**src/rtl/keypad_pkg.sv**
```systemverilog
// keypad_pkg
// Shared definitions for the keypad emulator and anything else that talks
// to the 4x4 matrix: controller states, keycode names and the idle levels
// of the active-low row/column lines.
package keypad_pkg;

  typedef enum logic [1:0] {
    IDLE    = 2'd0,
    PRESS   = 2'd1,
    RELEASE = 2'd2
  } state_e;

  localparam logic [3:0] KEY_0    = 4'd0;
  localparam logic [3:0] KEY_1    = 4'd1;
  localparam logic [3:0] KEY_2    = 4'd2;
  localparam logic [3:0] KEY_3    = 4'd3;
  localparam logic [3:0] KEY_4    = 4'd4;
  localparam logic [3:0] KEY_5    = 4'd5;
  localparam logic [3:0] KEY_6    = 4'd6;
  localparam logic [3:0] KEY_7    = 4'd7;
  localparam logic [3:0] KEY_8    = 4'd8;
  localparam logic [3:0] KEY_9    = 4'd9;
  localparam logic [3:0] KEY_A    = 4'd10;
  localparam logic [3:0] KEY_B    = 4'd11;
  localparam logic [3:0] KEY_C    = 4'd12;
  localparam logic [3:0] KEY_D    = 4'd13;
  localparam logic [3:0] KEY_STAR = 4'd14;
  localparam logic [3:0] KEY_HASH = 4'd15;

  // Both matrix directions are active-low, so all-ones means nothing driven.
  localparam logic [3:0] ROWS_IDLE = 4'b1111;
  localparam logic [3:0] COLS_IDLE = 4'b1111;

endpackage

```
**src/rtl/keypad_key_map.sv**
```systemverilog
// keypad_key_map
// Purely combinational translation of a keycode into the matrix position
// of that key, as active-high one-hots (bit 0 = row 0 / column 0).
// Ports:
//   keycode_i     4-bit keycode, same encoding as the scanner output
//   row_onehot_o  one-hot row of the key
//   col_onehot_o  one-hot column of the key
module keypad_key_map
  import keypad_pkg::*;
(
  input  logic [3:0] keycode_i,
  output logic [3:0] row_onehot_o,
  output logic [3:0] col_onehot_o
);

  always_comb begin
    row_onehot_o = 4'b0000;
    col_onehot_o = 4'b0000;
    case (keycode_i)
      KEY_1:    begin row_onehot_o = 4'b0001; col_onehot_o = 4'b0001; end
      KEY_2:    begin row_onehot_o = 4'b0001; col_onehot_o = 4'b0010; end
      KEY_3:    begin row_onehot_o = 4'b0001; col_onehot_o = 4'b0100; end
      KEY_A:    begin row_onehot_o = 4'b0001; col_onehot_o = 4'b1000; end
      KEY_4:    begin row_onehot_o = 4'b0010; col_onehot_o = 4'b0001; end
      KEY_5:    begin row_onehot_o = 4'b0010; col_onehot_o = 4'b0010; end
      KEY_6:    begin row_onehot_o = 4'b0010; col_onehot_o = 4'b0100; end
      KEY_B:    begin row_onehot_o = 4'b0010; col_onehot_o = 4'b1000; end
      KEY_7:    begin row_onehot_o = 4'b0100; col_onehot_o = 4'b0001; end
      KEY_8:    begin row_onehot_o = 4'b0100; col_onehot_o = 4'b0010; end
      KEY_9:    begin row_onehot_o = 4'b0100; col_onehot_o = 4'b0100; end
      KEY_C:    begin row_onehot_o = 4'b0100; col_onehot_o = 4'b1000; end
      KEY_STAR: begin row_onehot_o = 4'b1000; col_onehot_o = 4'b0001; end
      KEY_0:    begin row_onehot_o = 4'b1000; col_onehot_o = 4'b0010; end
      KEY_HASH: begin row_onehot_o = 4'b1000; col_onehot_o = 4'b0100; end
      KEY_D:    begin row_onehot_o = 4'b1000; col_onehot_o = 4'b1000; end
      default:  begin row_onehot_o = 4'b0000; col_onehot_o = 4'b0000; end
    endcase
  end

endmodule

```
**src/rtl/keypad_emulator.sv**
```systemverilog
// keypad_emulator
// Sits on the far side of a 4x4 keypad matrix and fakes a key press: while
// the scanner strobes the row of the requested key, the matching column is
// pulled low. The key is shown for HOLD_SCANS completed strobes of its row,
// then left released for RELEASE_SCANS strobes before done. If the target
// row stops being strobed for TIMEOUT_CYCLES cycles the request is aborted.
//
// state   | meaning
// IDLE    | waiting for req; cols released
// PRESS   | key shown on cols whenever its row is strobed
// RELEASE | key released, counting strobes before reporting done
//
// Ports:
//   clk, rst_n   system clock, asynchronous active-low reset
//   req          start request, only looked at in IDLE
//   keycode_in   key to press
//   rows         active-low row strobes from the scanner
//   cols         active-low column lines back to the scanner (combinational)
//   busy         request in progress
//   done         one-cycle pulse when a request ends
//   err          with done: 1 = aborted by timeout
module keypad_emulator
  import keypad_pkg::*;
#(
  parameter int unsigned HOLD_SCANS     = 4,
  parameter int unsigned RELEASE_SCANS  = 4,
  parameter int unsigned TIMEOUT_CYCLES = 1024
) (
  input  logic       clk,
  input  logic       rst_n,
  input  logic       req,
  input  logic [3:0] keycode_in,
  input  logic [3:0] rows,
  output logic [3:0] cols,
  output logic       busy,
  output logic       done,
  output logic       err
);

  localparam logic [7:0]  HOLD_LAST = 8'(HOLD_SCANS);
  localparam logic [7:0]  REL_LAST  = 8'(RELEASE_SCANS);
  localparam logic [15:0] TMO_LAST  = 16'(TIMEOUT_CYCLES - 1);

  logic [3:0]  map_row;
  logic [3:0]  map_col;

  state_e      state_q;
  logic [3:0]  row_q;
  logic [3:0]  col_q;
  logic [7:0]  scan_cnt_q;
  logic [7:0]  scan_cnt_d;
  logic [7:0]  scan_goal;
  logic [15:0] tmo_cnt_q;
  logic [15:0] tmo_cnt_d;
  logic        row_hit;
  logic        row_hit_q;
  logic        strobe_end;
  logic        busy_q;
  logic        done_q;
  logic        err_q;

  keypad_key_map u_key_map (
    .keycode_i    (keycode_in),
    .row_onehot_o (map_row),
    .col_onehot_o (map_col)
  );

  // Exact match only: no rows low or several rows low is never our row.
  // Gated in IDLE so a stale latched key cannot leave a pending strobe end
  // behind that would be counted as soon as a new request starts.
  assign row_hit    = (state_q != IDLE) && (~rows == row_q);
  assign strobe_end = row_hit_q & ~row_hit;

  assign scan_cnt_d = scan_cnt_q + 8'd1;
  assign tmo_cnt_d  = tmo_cnt_q + 16'd1;
  assign scan_goal  = (state_q == PRESS) ? HOLD_LAST : REL_LAST;

  // The scanner samples cols in the very cycle it drives the row, so this
  // path must stay combinational from rows.
  assign cols = (state_q == PRESS && row_hit) ? ~col_q : COLS_IDLE;

  assign busy = busy_q;
  assign done = done_q;
  assign err  = err_q;

  always_ff @(posedge clk or negedge rst_n) begin
    if (!rst_n) begin
      state_q    <= IDLE;
      row_q      <= 4'b0000;
      col_q      <= 4'b0000;
      scan_cnt_q <= 8'd0;
      tmo_cnt_q  <= 16'd0;
      row_hit_q  <= 1'b0;
      busy_q     <= 1'b0;
      done_q     <= 1'b0;
      err_q      <= 1'b0;
    end else begin
      done_q    <= 1'b0;
      err_q     <= 1'b0;
      row_hit_q <= row_hit;
      case (state_q)
        IDLE: begin
          if (req) begin
            row_q      <= map_row;
            col_q      <= map_col;
            scan_cnt_q <= 8'd0;
            tmo_cnt_q  <= 16'd0;
            busy_q     <= 1'b1;
            state_q    <= PRESS;
          end
        end
        PRESS, RELEASE: begin
          if (strobe_end) begin
            tmo_cnt_q <= 16'd0;
            if (scan_cnt_d == scan_goal) begin
              scan_cnt_q <= 8'd0;
              if (state_q == PRESS) begin
                state_q <= RELEASE;
              end else begin
                state_q <= IDLE;
                busy_q  <= 1'b0;
                done_q  <= 1'b1;
              end
            end else begin
              scan_cnt_q <= scan_cnt_d;
            end
          end else if (tmo_cnt_q == TMO_LAST) begin
            // Scanner went quiet on our row: give up and report it.
            state_q    <= IDLE;
            scan_cnt_q <= 8'd0;
            tmo_cnt_q  <= 16'd0;
            busy_q     <= 1'b0;
            done_q     <= 1'b1;
            err_q      <= 1'b1;
          end else begin
            tmo_cnt_q <= tmo_cnt_d;
          end
        end
        default: begin
          state_q <= IDLE;
          busy_q  <= 1'b0;
        end
      endcase
    end
  end

endmodule

```
**config.mk**
```make
export PLATFORM = sky130hd
export DESIGN_NAME = keypad_emulator
export DESIGN_NICKNAME = d
export VERILOG_FILES = /design/src/rtl/keypad_pkg.sv /design/src/rtl/keypad_key_map.sv /design/src/rtl/keypad_emulator.sv
export SDC_FILE = /design/constraint.sdc
export NUM_CORES = 1
export LEC_CHECK = 0
export BUFFER_PORTS_ARGS = -buffer_cell sky130_fd_sc_hd__buf_2
export CAP_MARGIN = 20
export CORE_ASPECT_RATIO = 1.2
export CORE_MARGIN = 10
export CORE_UTILIZATION = 54
export DETAILED_ROUTE_END_ITERATION = 16
export GPL_TIMING_DRIVEN = 1
export MAX_ROUTING_LAYER = met4
export PLACE_DENSITY = 0.88
export RECOVER_POWER = 100
export SLEW_MARGIN = 20
export SYNTH_ARGS = -nofsm -noshare
export SYNTH_HDL_FRONTEND = slang
export SYNTH_HIERARCHICAL = 1
export SYNTH_SLANG_ARGS = --single-unit
```
**constraint.sdc**
```tcl
create_clock -name clk -period 2.4 [get_ports clk]
set_input_delay 0.12 -clock clk [delete_from_list [all_inputs] [get_ports clk]]
set_output_delay 0.12 -clock clk [all_outputs]
set_load 0.005 [all_outputs]
```
==> results of run 1 <==
## state kept, by name, indices dropped and copies added (netlist names)
register,cells
tmo_cnt_q,16
scan_cnt_q,8
col_q,4
row_q,4
state_q,2
busy,1
done,1
err,1
row_hit_q,1
## layer usage
metal  GRT usage [%]  share of wire, %  vias up
met5               -                 0        -
met4            6.59               1.8        0
met3            3.29               3.3        6
met2            24.5                53       33
met1            14.0                42      822
li1                -                 -      856
## Yosys cell counts, types with 2 or more instances
| master | instances | area (um^2) |
|---|---|---|
| sky130_fd_sc_hd__dfrtp_1 | 38 | 951 |
| sky130_fd_sc_hd__nor2_1 | 23 | 86.3 |
| sky130_fd_sc_hd__nand2_1 | 22 | 82.6 |
| sky130_fd_sc_hd__nand3_1 | 15 | 75.1 |
| sky130_fd_sc_hd__ha_1 | 12 | 150 |
| sky130_fd_sc_hd__o21ai_0 | 12 | 60.1 |
| sky130_fd_sc_hd__xor2_1 | 11 | 96.3 |
| sky130_fd_sc_hd__mux2_2 | 10 | 113 |
| sky130_fd_sc_hd__inv_1 | 9 | 33.8 |
| sky130_fd_sc_hd__a21oi_1 | 7 | 35.0 |
| sky130_fd_sc_hd__xnor2_1 | 6 | 52.6 |
| sky130_fd_sc_hd__and3_1 | 5 | 31.3 |
| sky130_fd_sc_hd__nand2b_1 | 5 | 31.3 |
| sky130_fd_sc_hd__nand4_1 | 5 | 31.3 |
| sky130_fd_sc_hd__nor2b_1 | 5 | 31.3 |
| sky130_fd_sc_hd__nor3_1 | 5 | 25.0 |
| sky130_fd_sc_hd__and2_1 | 3 | 18.8 |
| sky130_fd_sc_hd__clkbuf_1 | 3 | 11.3 |
| sky130_fd_sc_hd__nor3b_1 | 3 | 22.5 |
| sky130_fd_sc_hd__or3_1 | 3 | 18.8 |
| sky130_fd_sc_hd__a211oi_2 | 2 | 25.0 |
| sky130_fd_sc_hd__a21o_1 | 2 | 15.0 |
| sky130_fd_sc_hd__buf_6 | 2 | 22.5 |
| sky130_fd_sc_hd__o31ai_1 | 2 | 15.0 |
| sky130_fd_sc_hd__or2_2 | 2 | 12.5 |
## metrics by stage
step	utilization [%]	power, mW	instance area, um^2	hold WS (ps)
finish	62.9	1.97	2500	301
global route	62.9	2.09	2500	327
global placement	59.9	1.41	2380	257
detailed placement	59.9	1.45	2380	263
floorplan	-	1.30	2230	-176
CTS	62.9	1.99	2500	297
## final cells by class
class                           instances  area [um^2]  share of cell area (%)
Multi-Input combinational cell        179         1200                    48.1
Sequential cell                        38          951                    38.1
Timing Repair Buffer                   25          136                    5.46
Clock buffer                            5         68.8                    2.75
Tap cell                               54         67.6                    2.70
Clock inverter                          3         40.0                    1.60
Inverter                                9         33.8                    1.35
## final timing paths
| check | endpoint | slack (ps) |
|---|---|---|
| setup / recovery | state_q[0]$_DFFE_PN0P_ | 100 |
| hold / removal | row_q[0]$_DFFE_PN0P_ | 300 |
| setup reg to reg | state_q[0]$_DFFE_PN0P_ | 100 |
| hold reg to reg | tmo_cnt_q[1]$_DFFE_PN0P_ | 510 |
| max in group asynchronous | busy$_DFFE_PN0P_ | 1330 |
| min in group asynchronous | tmo_cnt_q[6]$_DFFE_PN0P_ | 490 |
## cells by family after synthesis
group,count (synthesis),share of synthesized area [%]
flip-flops,38,42.6
buffers and inverters,16,3.59
AO/OA/AOI/OAI,36,10.9
XOR/XNOR,17,6.68
AND/OR/NAND/NOR,102,23.5
multiplexers,12,6.00
adder cells (fa/ha/maj),12,6.73
## placed cells by master, fill, tap and decap left out, types with 3 or more instances in the layout
cell	n
sky130_fd_sc_hd__nand3_1	15
sky130_fd_sc_hd__or3_1	3
sky130_fd_sc_hd__a21oi_1	7
sky130_fd_sc_hd__nand2_1	22
sky130_fd_sc_hd__ha_1	12
sky130_fd_sc_hd__buf_4	6
sky130_fd_sc_hd__and3_1	5
sky130_fd_sc_hd__clkbuf_8	5
sky130_fd_sc_hd__o21ai_0	12
sky130_fd_sc_hd__nor3_1	5
sky130_fd_sc_hd__dfrtp_1	38
sky130_fd_sc_hd__xnor2_1	6
sky130_fd_sc_hd__nor2_1	23
sky130_fd_sc_hd__xor2_1	11
sky130_fd_sc_hd__nor2b_1	4
sky130_fd_sc_hd__buf_2	9
sky130_fd_sc_hd__inv_1	9
sky130_fd_sc_hd__nor3b_1	3
sky130_fd_sc_hd__mux2_2	10
sky130_fd_sc_hd__nand4_1	5
sky130_fd_sc_hd__nand2b_1	5
sky130_fd_sc_hd__clkbuf_1	7
## repair_timing
action | 4_1_cts | 5_1_grt
setup endpoints to repair | 0 | 2
gates resized for setup | 0 | 1
hold endpoints to repair | 38 | 0
hold buffers | 1 | 0
setup buffers | 0 | 1
## power by group through the flow
stage | registers, mW | clock network, mW | logic [mW]
2_1_floorplan | 0.815 | 0 | 0.481
3_3_place_gp | 0.825 | 0 | 0.584
3_5_place_dp | 0.839 | 0 | 0.610
4_1_cts | 0.827 | 0.548 | 0.618
5_1_grt | 0.844 | 0.567 | 0.679
6_report | 0.827 | 0.535 | 0.608
## worst reg2reg max path, cell delays in order (launching register included)
cell and delay, ps:
sky130_fd_sc_hd__dfrtp_1 400, sky130_fd_sc_hd__or4_1 500, sky130_fd_sc_hd__or4_4 530, sky130_fd_sc_hd__nand2_1 120, sky130_fd_sc_hd__nor2b_2 80, sky130_fd_sc_hd__a211oi_2 200
sky130_fd_sc_hd__mux2_1 350
==> flow_summary.rst, run 1 <==
.. list-table::
   :header-rows: 1

   * - Metric
     - Value
   * - Min Tclk post-route
     - 2300 ps
   * - Share of flip-flops with an asynchronous set or reset
     - 100%
   * - Worst clock skew
     - 6.12 ps
   * - Leakage component of the power
     - 1.15 nW
   * - Primary flip-flop cell chosen by synthesis mapping
     - sky130_fd_sc_hd__dfrtp_1
   * - Setup Total Neg Slack
     - 0 ps
   * - Power Dens Cells
     - 788 nW/um^2
   * - Register area share after synthesis
     - 42.6%
   * - Area of the core
     - 3970 um^2
   * - Worst stage delay on the critical path
     - 530 ps
   * - Post-route clock period utilization
     - 95.8%
   * - Type of the worst setup path
     - reg -> reg
   * - Global-route wire length before repair
     - 8080 um
   * - Unique masters post-synth
     - 46
   * - Die span in x
     - 78.7 um
   * - Clock latency on the worst-skew pair
     - 300 ps
   * - Launch point of the critical path
     - tmo_cnt_q[11]$_DFFE_PN0P_
   * - Cell count along the critical path
     - 6
   * - Reg-to-reg critical path startpoint
     - tmo_cnt_q[11]$_DFFE_PN0P_
   * - Die Height
     - 90.4 um
   * - Worst min-delay path class
     - in -> reg
   * - Achievable frequency
     - 0.435 GHz
   * - Net switching power of the design
     - 0.656 mW
   * - Post-Layout Cell Count
     - 313
   * - Number of global-route vias before repair
     - 1893
   * - Nets
     - 281
   * - Fraction of power spent switching nets
     - 33.3%
   * - DRC marker count from the first detailed-route iteration
     - 73
   * - Mean post-synth cell area
     - 9.57 um^2
   * - DIE AREA
     - 7110 um^2
   * - Clock Sinks
     - 38
   * - Fraction of final layout cells sized beyond drive strength 1
     - 18.5%
   * - Remaining global-route overflow
     - 0
   * - Setup crit start kind
     - flip-flop
   * - Critical path buffers and inverters
     - 0
   * - Post-CTS clock slew at the launch and capture registers of the worst setup and hold paths
     - 80 ps
   * - Worst setup slack before clock tree synthesis
     - 51.3 ps
   * - Antenna diode count
     - 0
   * - Arrival time at the worst endpoint
     - 2480 ps
   * - ANT nets after route
     - 0
   * - HPWL Detailed
     - 3360 um
   * - Part of the power in combinational logic
     - 30.9%
   * - I/O pin cnt
     - 18
   * - Largest delay contributor family on the critical path
     - simple AND/OR/NAND/NOR gates
   * - Total of fill cells in the finished design
     - 336
   * - Crit-path cells
     - or4_1 -> or4_4 -> nand2_1 -> nor2b_2 -> a211oi_2 -> mux2_1
   * - Cts bufs inserted
     - 5
   * - Std cell rows
     - 25
   * - Signed area change from the synthesized netlist to the final layout
     - 12.1%
   * - Maximum VDD drop
     - 0.320 mV
   * - H-Tree Level Count
     - 2
   * - Design internal power
     - 1.31 mW
   * - Final slew viol count
     - 0
   * - Final hold viol count
     - 0
   * - CTS tree
     - yes
   * - Setup repair after global routing missed its margin
     - false
   * - Total standard cell area after synthesis
     - 2230 um^2
   * - CTS Root Cell
     - sky130_fd_sc_hd__clkbuf_8
   * - Actual transition at the worst max-transition pin
     - 931 ps
   * - Number of stages on the worst hold path
     - 3
   * - Startpoint of the tightest hold check path
     - keycode_in[2]
   * - Synthesized Nets
     - 256
   * - Worst rel slew slack
     - 37.9%
   * - Largest net degree at the start of global routing
     - 39
   * - Count of buffers from port buffering
     - 17
   * - Part of the power in registers
     - 42.0%
   * - Vias per Instance
     - 5.49
   * - Crit. End Element
     - flip-flop
   * - Total detailed-routing wirelength
     - 4500 um
   * - Data required time of the worst path
     - 2580 ps
   * - Highest fanout seen on the critical path
     - 5
   * - Flip-flop and latch count after synthesis
     - 38
   * - Overall fraction of global-route tracks in use
     - 13.9%
   * - Fraction of power consumed by the clock network
     - 27.2%
   * - Count of flip-flops with a built-in enable after synthesis
     - 0
   * - Antenna violations before repair
     - 0
   * - Crit path max-delay cell type
     - sky130_fd_sc_hd__or4_4
   * - Instance count after placement with tap cells included
     - 303
   * - Starting density of the core
     - 56.1%
   * - DRC violations left
     - 0
   * - Number of synthesis warnings
     - 6
   * - Wirelength per Cell
     - 14.4 um
   * - Cell count after synthesis
     - 233
   * - Length of the first detailed-routing pass in iterations
     - 4
   * - Count of max-cap constraint violations
     - 0
   * - CTS Buffer Depth
     - 2
   * - # setup viols final
     - 0
   * - Number of cell instances on the worst register-to-register path
     - 6
   * - Global placer's final weighted congestion
     - 0.880
   * - Run status
     - completed
   * - Setup slack of the critical path after layout
     - 100 ps
   * - Routed vias
     - 1717
No activity file was read; power rests on OpenSTA's default activity.
==> run 2: changes to the inputs <==
--- a/config.mk
+++ b/config.mk
@@ -9,11 +9,11 @@
 export CAP_MARGIN = 20
 export CORE_ASPECT_RATIO = 1.2
 export CORE_MARGIN = 10
-export CORE_UTILIZATION = 54
+export CORE_UTILIZATION = 50
 export DETAILED_ROUTE_END_ITERATION = 16
 export GPL_TIMING_DRIVEN = 1
 export MAX_ROUTING_LAYER = met4
-export PLACE_DENSITY = 0.88
+export PLACE_DENSITY = 0.83
 export RECOVER_POWER = 100
 export SLEW_MARGIN = 20
 export SYNTH_ARGS = -nofsm -noshare
==> run 2 against run 1 <==
Against the previous run: power up 6.7%; clock skew about the same; clock power increased by 24%; register-to-register slack got worse by 30 ps; sequential share of layout area fell by 0.53 points; sequential power about the same; core utilization shrank 3.9 points; non-clock buffer count unchanged; die area increased by 6.1%; clock-buffer cell count unchanged; largest power group unchanged.
==> flow_summary.rst, run 2 (synthesized netlist as in run 1, its figures left out) <==
.. list-table::
   :header-rows: 1

   * - Metric
     - Value
   * - Run status
     - completed
   * - Achievable frequency
     - 0.428 GHz (-1.5%)
   * - Flip-flop count of the largest register after layout
     - 16 (unchanged)
   * - Overall fraction of global-route tracks in use
     - 12.8% (-1.2 points)
   * - Endpoint of the most critical setup path
     - scan_cnt_q[2]$_DFFE_PN0P_
   * - Final core utilization
     - 59.0% (-3.9 points)
   * - Length of routed met2 wiring
     - 2290 um (-4.4%)
   * - Crit-path cells
     - or4_1 -> or4_4 -> a31o_1 -> a221o_1
   * - Fraction of final layout cells sized beyond drive strength 1
     - 19.3% (+0.77 points)
   * - Highest fanout seen on the critical path
     - 9 (+4)
   * - Antenna diode count
     - 0 (unchanged)
   * - Worst rel slew slack
     - 38.2% (+0.22 points)
   * - CTS Root Cell
     - sky130_fd_sc_hd__clkbuf_8
   * - Worst min-delay path class
     - in -> reg
   * - Total power draw
     - 2.10 mW (+6.7%)
   * - Total of fill cells in the finished design
     - 373 (+11%)
   * - Die Height
     - 93.2 um (+3.1%)
   * - # setup viols final
     - 0 (unchanged)
   * - Clock Sinks
     - 38 (unchanged)
   * - Leakage component of the power
     - 1.16 nW (+1.1%)
   * - Starting density of the core
     - 51.9% (-4.2 points)
   * - Setup repair after global routing missed its margin
     - false
   * - Global-route wire length before repair
     - 7620 um (-5.7%)
   * - I/O pin cnt
     - 18 (unchanged)
   * - DRC marker count from the first detailed-route iteration
     - 111 (+52%)
   * - Final slew viol count
     - 0 (unchanged)
   * - Total detailed-routing wirelength
     - 4480 um (-0.49%)
   * - Crit path max-delay cell type
     - sky130_fd_sc_hd__or4_4
   * - Min Tclk post-route
     - 2330 ps (+34.9 ps)
   * - Worst flop-to-flop path endpoint
     - scan_cnt_q[2]$_DFFE_PN0P_
   * - Setup crit start kind
     - flip-flop
   * - Vias per Instance
     - 5.49 (about the same)
   * - Power Dens Cells
     - 830 nW/um^2 (+5.2%)
   * - Antenna violations before repair
     - 0 (unchanged)
   * - Area of the core
     - 4290 um^2 (+8.1%)
   * - Storage element area
     - 951 um^2 (unchanged)
   * - Remaining global-route overflow
     - 0 (unchanged)
   * - Length of the first detailed-routing pass in iterations
     - 6 (+2)
   * - Leading cell type in the layout, fill and taps excluded
     - sky130_fd_sc_hd__dfrtp_1
   * - CTS Buffer Depth
     - 2 (unchanged)
   * - Count of buffers from port buffering
     - 17 (unchanged)
   * - ANT nets after route
     - 0 (unchanged)
   * - Signed area change from the synthesized netlist to the final layout
     - 13.6%
   * - DIE AREA
     - 7540 um^2 (+6.1%)
   * - Number of stages on the worst hold path
     - 3 (unchanged)
   * - HPWL Detailed
     - 3290 um (-2.0%)
   * - Nets
     - 281 (unchanged)
   * - Biggest register
     - tmo_cnt_q
   * - Count of max-cap constraint violations
     - 0 (unchanged)
   * - Post-CTS clock slew at the launch and capture registers of the worst setup and hold paths
     - 80 ps (about the same)
   * - Setup slack of the critical path after layout
     - 65.4 ps (-34.9 ps)
   * - Worst setup slack before clock tree synthesis
     - -16.6 ps (-67.9 ps)
   * - Final hold viol count
     - 0 (unchanged)
   * - Worst stage delay on the critical path
     - 550 ps (+20 ps)
   * - Metal3 WL
     - 169 um (+13%)
   * - Die span in x
     - 81.0 um (+2.9%)
   * - Routed vias
     - 1729 (+0.70%)
   * - Commonest non-fill, non-tap cells in the layout
     - sky130_fd_sc_hd__dfrtp_1 (38), sky130_fd_sc_hd__nor2_1 (23), sky130_fd_sc_hd__nand2_1 (21), sky130_fd_sc_hd__nand3_1 (15)
   * - Crit. End Element
     - flip-flop
   * - Std cell rows
     - 26 (+4.0%)
   * - Actual transition at the worst max-transition pin
     - 928 ps (-3.30 ps)
   * - Number of global-route vias before repair
     - 1825 (-3.6%)
   * - Clock latency on the worst-skew pair
     - 300 ps (about the same)
   * - Type of the worst setup path
     - reg -> reg
   * - H-Tree Level Count
     - 2 (unchanged)
   * - Area of combinational cells with multiple inputs
     - 1200 um^2 (+0.21%)
   * - Highest routed layer
     - met4
   * - Post-route clock period utilization
     - 97.3% (+1.5 points)
   * - Maximum VDD drop
     - 0.476 mV (+49%)
   * - Number of cell instances on the worst register-to-register path
     - 4 (-2)
   * - Launch point of the critical path
     - tmo_cnt_q[11]$_DFFE_PN0P_
   * - Global placer's final weighted congestion
     - 0.842 (-4.3%)
   * - Routed metal-1 wirelength
     - 1910 um (+1.7%)
   * - Instance count after placement with tap cells included
     - 305 (+0.66%)
   * - Data required time of the worst path
     - 2590 ps (about the same)
   * - Cts bufs inserted
     - 5 (unchanged)
   * - Setup slack, reg-to-reg
     - 70 ps (-30 ps)
   * - DRC violations left
     - 0 (unchanged)
   * - Arrival time at the worst endpoint
     - 2520 ps (+40 ps)
   * - Startpoint of the tightest hold check path
     - keycode_in[1]
   * - Worst clock skew
     - 5.84 ps (-0.283 ps)
   * - Largest net degree at the start of global routing
     - 39 (unchanged)
   * - Wirelength per Cell
     - 14.2 um (-1.1%)
   * - Reg-to-reg critical path startpoint
     - tmo_cnt_q[11]$_DFFE_PN0P_
   * - Post-Layout Cell Count
     - 315 (+0.64%)
   * - CTS tree
     - yes
   * - Top flop regs
     - tmo_cnt_q: 16 flops, scan_cnt_q: 8 flops
run 2: cell types whose count changed in the layout (fill, tap and decap cells not counted), sizes merged:
cell,delta
bufinv,+1
clkinv,-1
run 2: report_power, final:
group	switching [mW]	total, mW	internal (mW)	leakage (nW)
clock	0.248	0.664	0.417	0.0683
sequential	0.0777	0.825	0.747	0.515
combinational	0.351	0.612	0.261	0.581
total	0.677	2.10	1.43	1.16
run 2: through the flow:
step | hold WS (ps) | setup TNS (ps) | area, um^2
finish | 273 | 0 | 2530
global route | 310 | 0 | 2530
CTS | 276 | 0 | 2530
detailed placement | 268 | -16.6 | 2380
global placement | 268 | 0 | 2380
floorplan | -176 | 0 | 2230
run 2: worst min path at each step:
stage                                           to  slack, ps
final                         row_q[2]$_DFFE_PN0P_        270
after global routing          row_q[2]$_DFFE_PN0P_        310
after CTS                     row_q[2]$_DFFE_PN0P_        280
after detailed placement  tmo_cnt_q[7]$_DFFE_PN0P_        270
after global placement    tmo_cnt_q[7]$_DFFE_PN0P_        270
after floorplan                   busy$_DFFE_PN0P_       -180
run 2: final cells by class:
| type | instances | area share [%] |
|---|---|---|
| multi-input cells | 179 | 47.5 |
| flip-flops and latches | 38 | 37.5 |
| repair buffers | 25 | 5.43 |
| well taps | 56 | 2.77 |
| clock buffers | 5 | 2.72 |
| clock inverters | 3 | 2.72 |
| inverters | 9 | 1.33 |
run 2: what timing repair did:
action / 4_1_cts / 5_1_grt
hold buffers: 1 / 0
buffers inserted: 0 / 1
gates cloned: 0 / 0
resized for setup: 0 / 2
pin swaps: 1 / 1
endpoints found under the hold margin: 38 / 0
endpoints found under the setup margin: 1 / 2
run 2: layer usage:
layer,up-vias,track usage [%]
met3,11,2.39
met5,-,-
met1,830,12.8
li1,849,-
met2,39,22.5
met4,0,7.23
run 2: worst max-delay path, delay by kind of cell (launching register included):
family	cells	cell delay, ps
AO/OA/AOI/OAI	2	730
flip-flops	1	410
AND/OR/NAND/NOR	2	1080
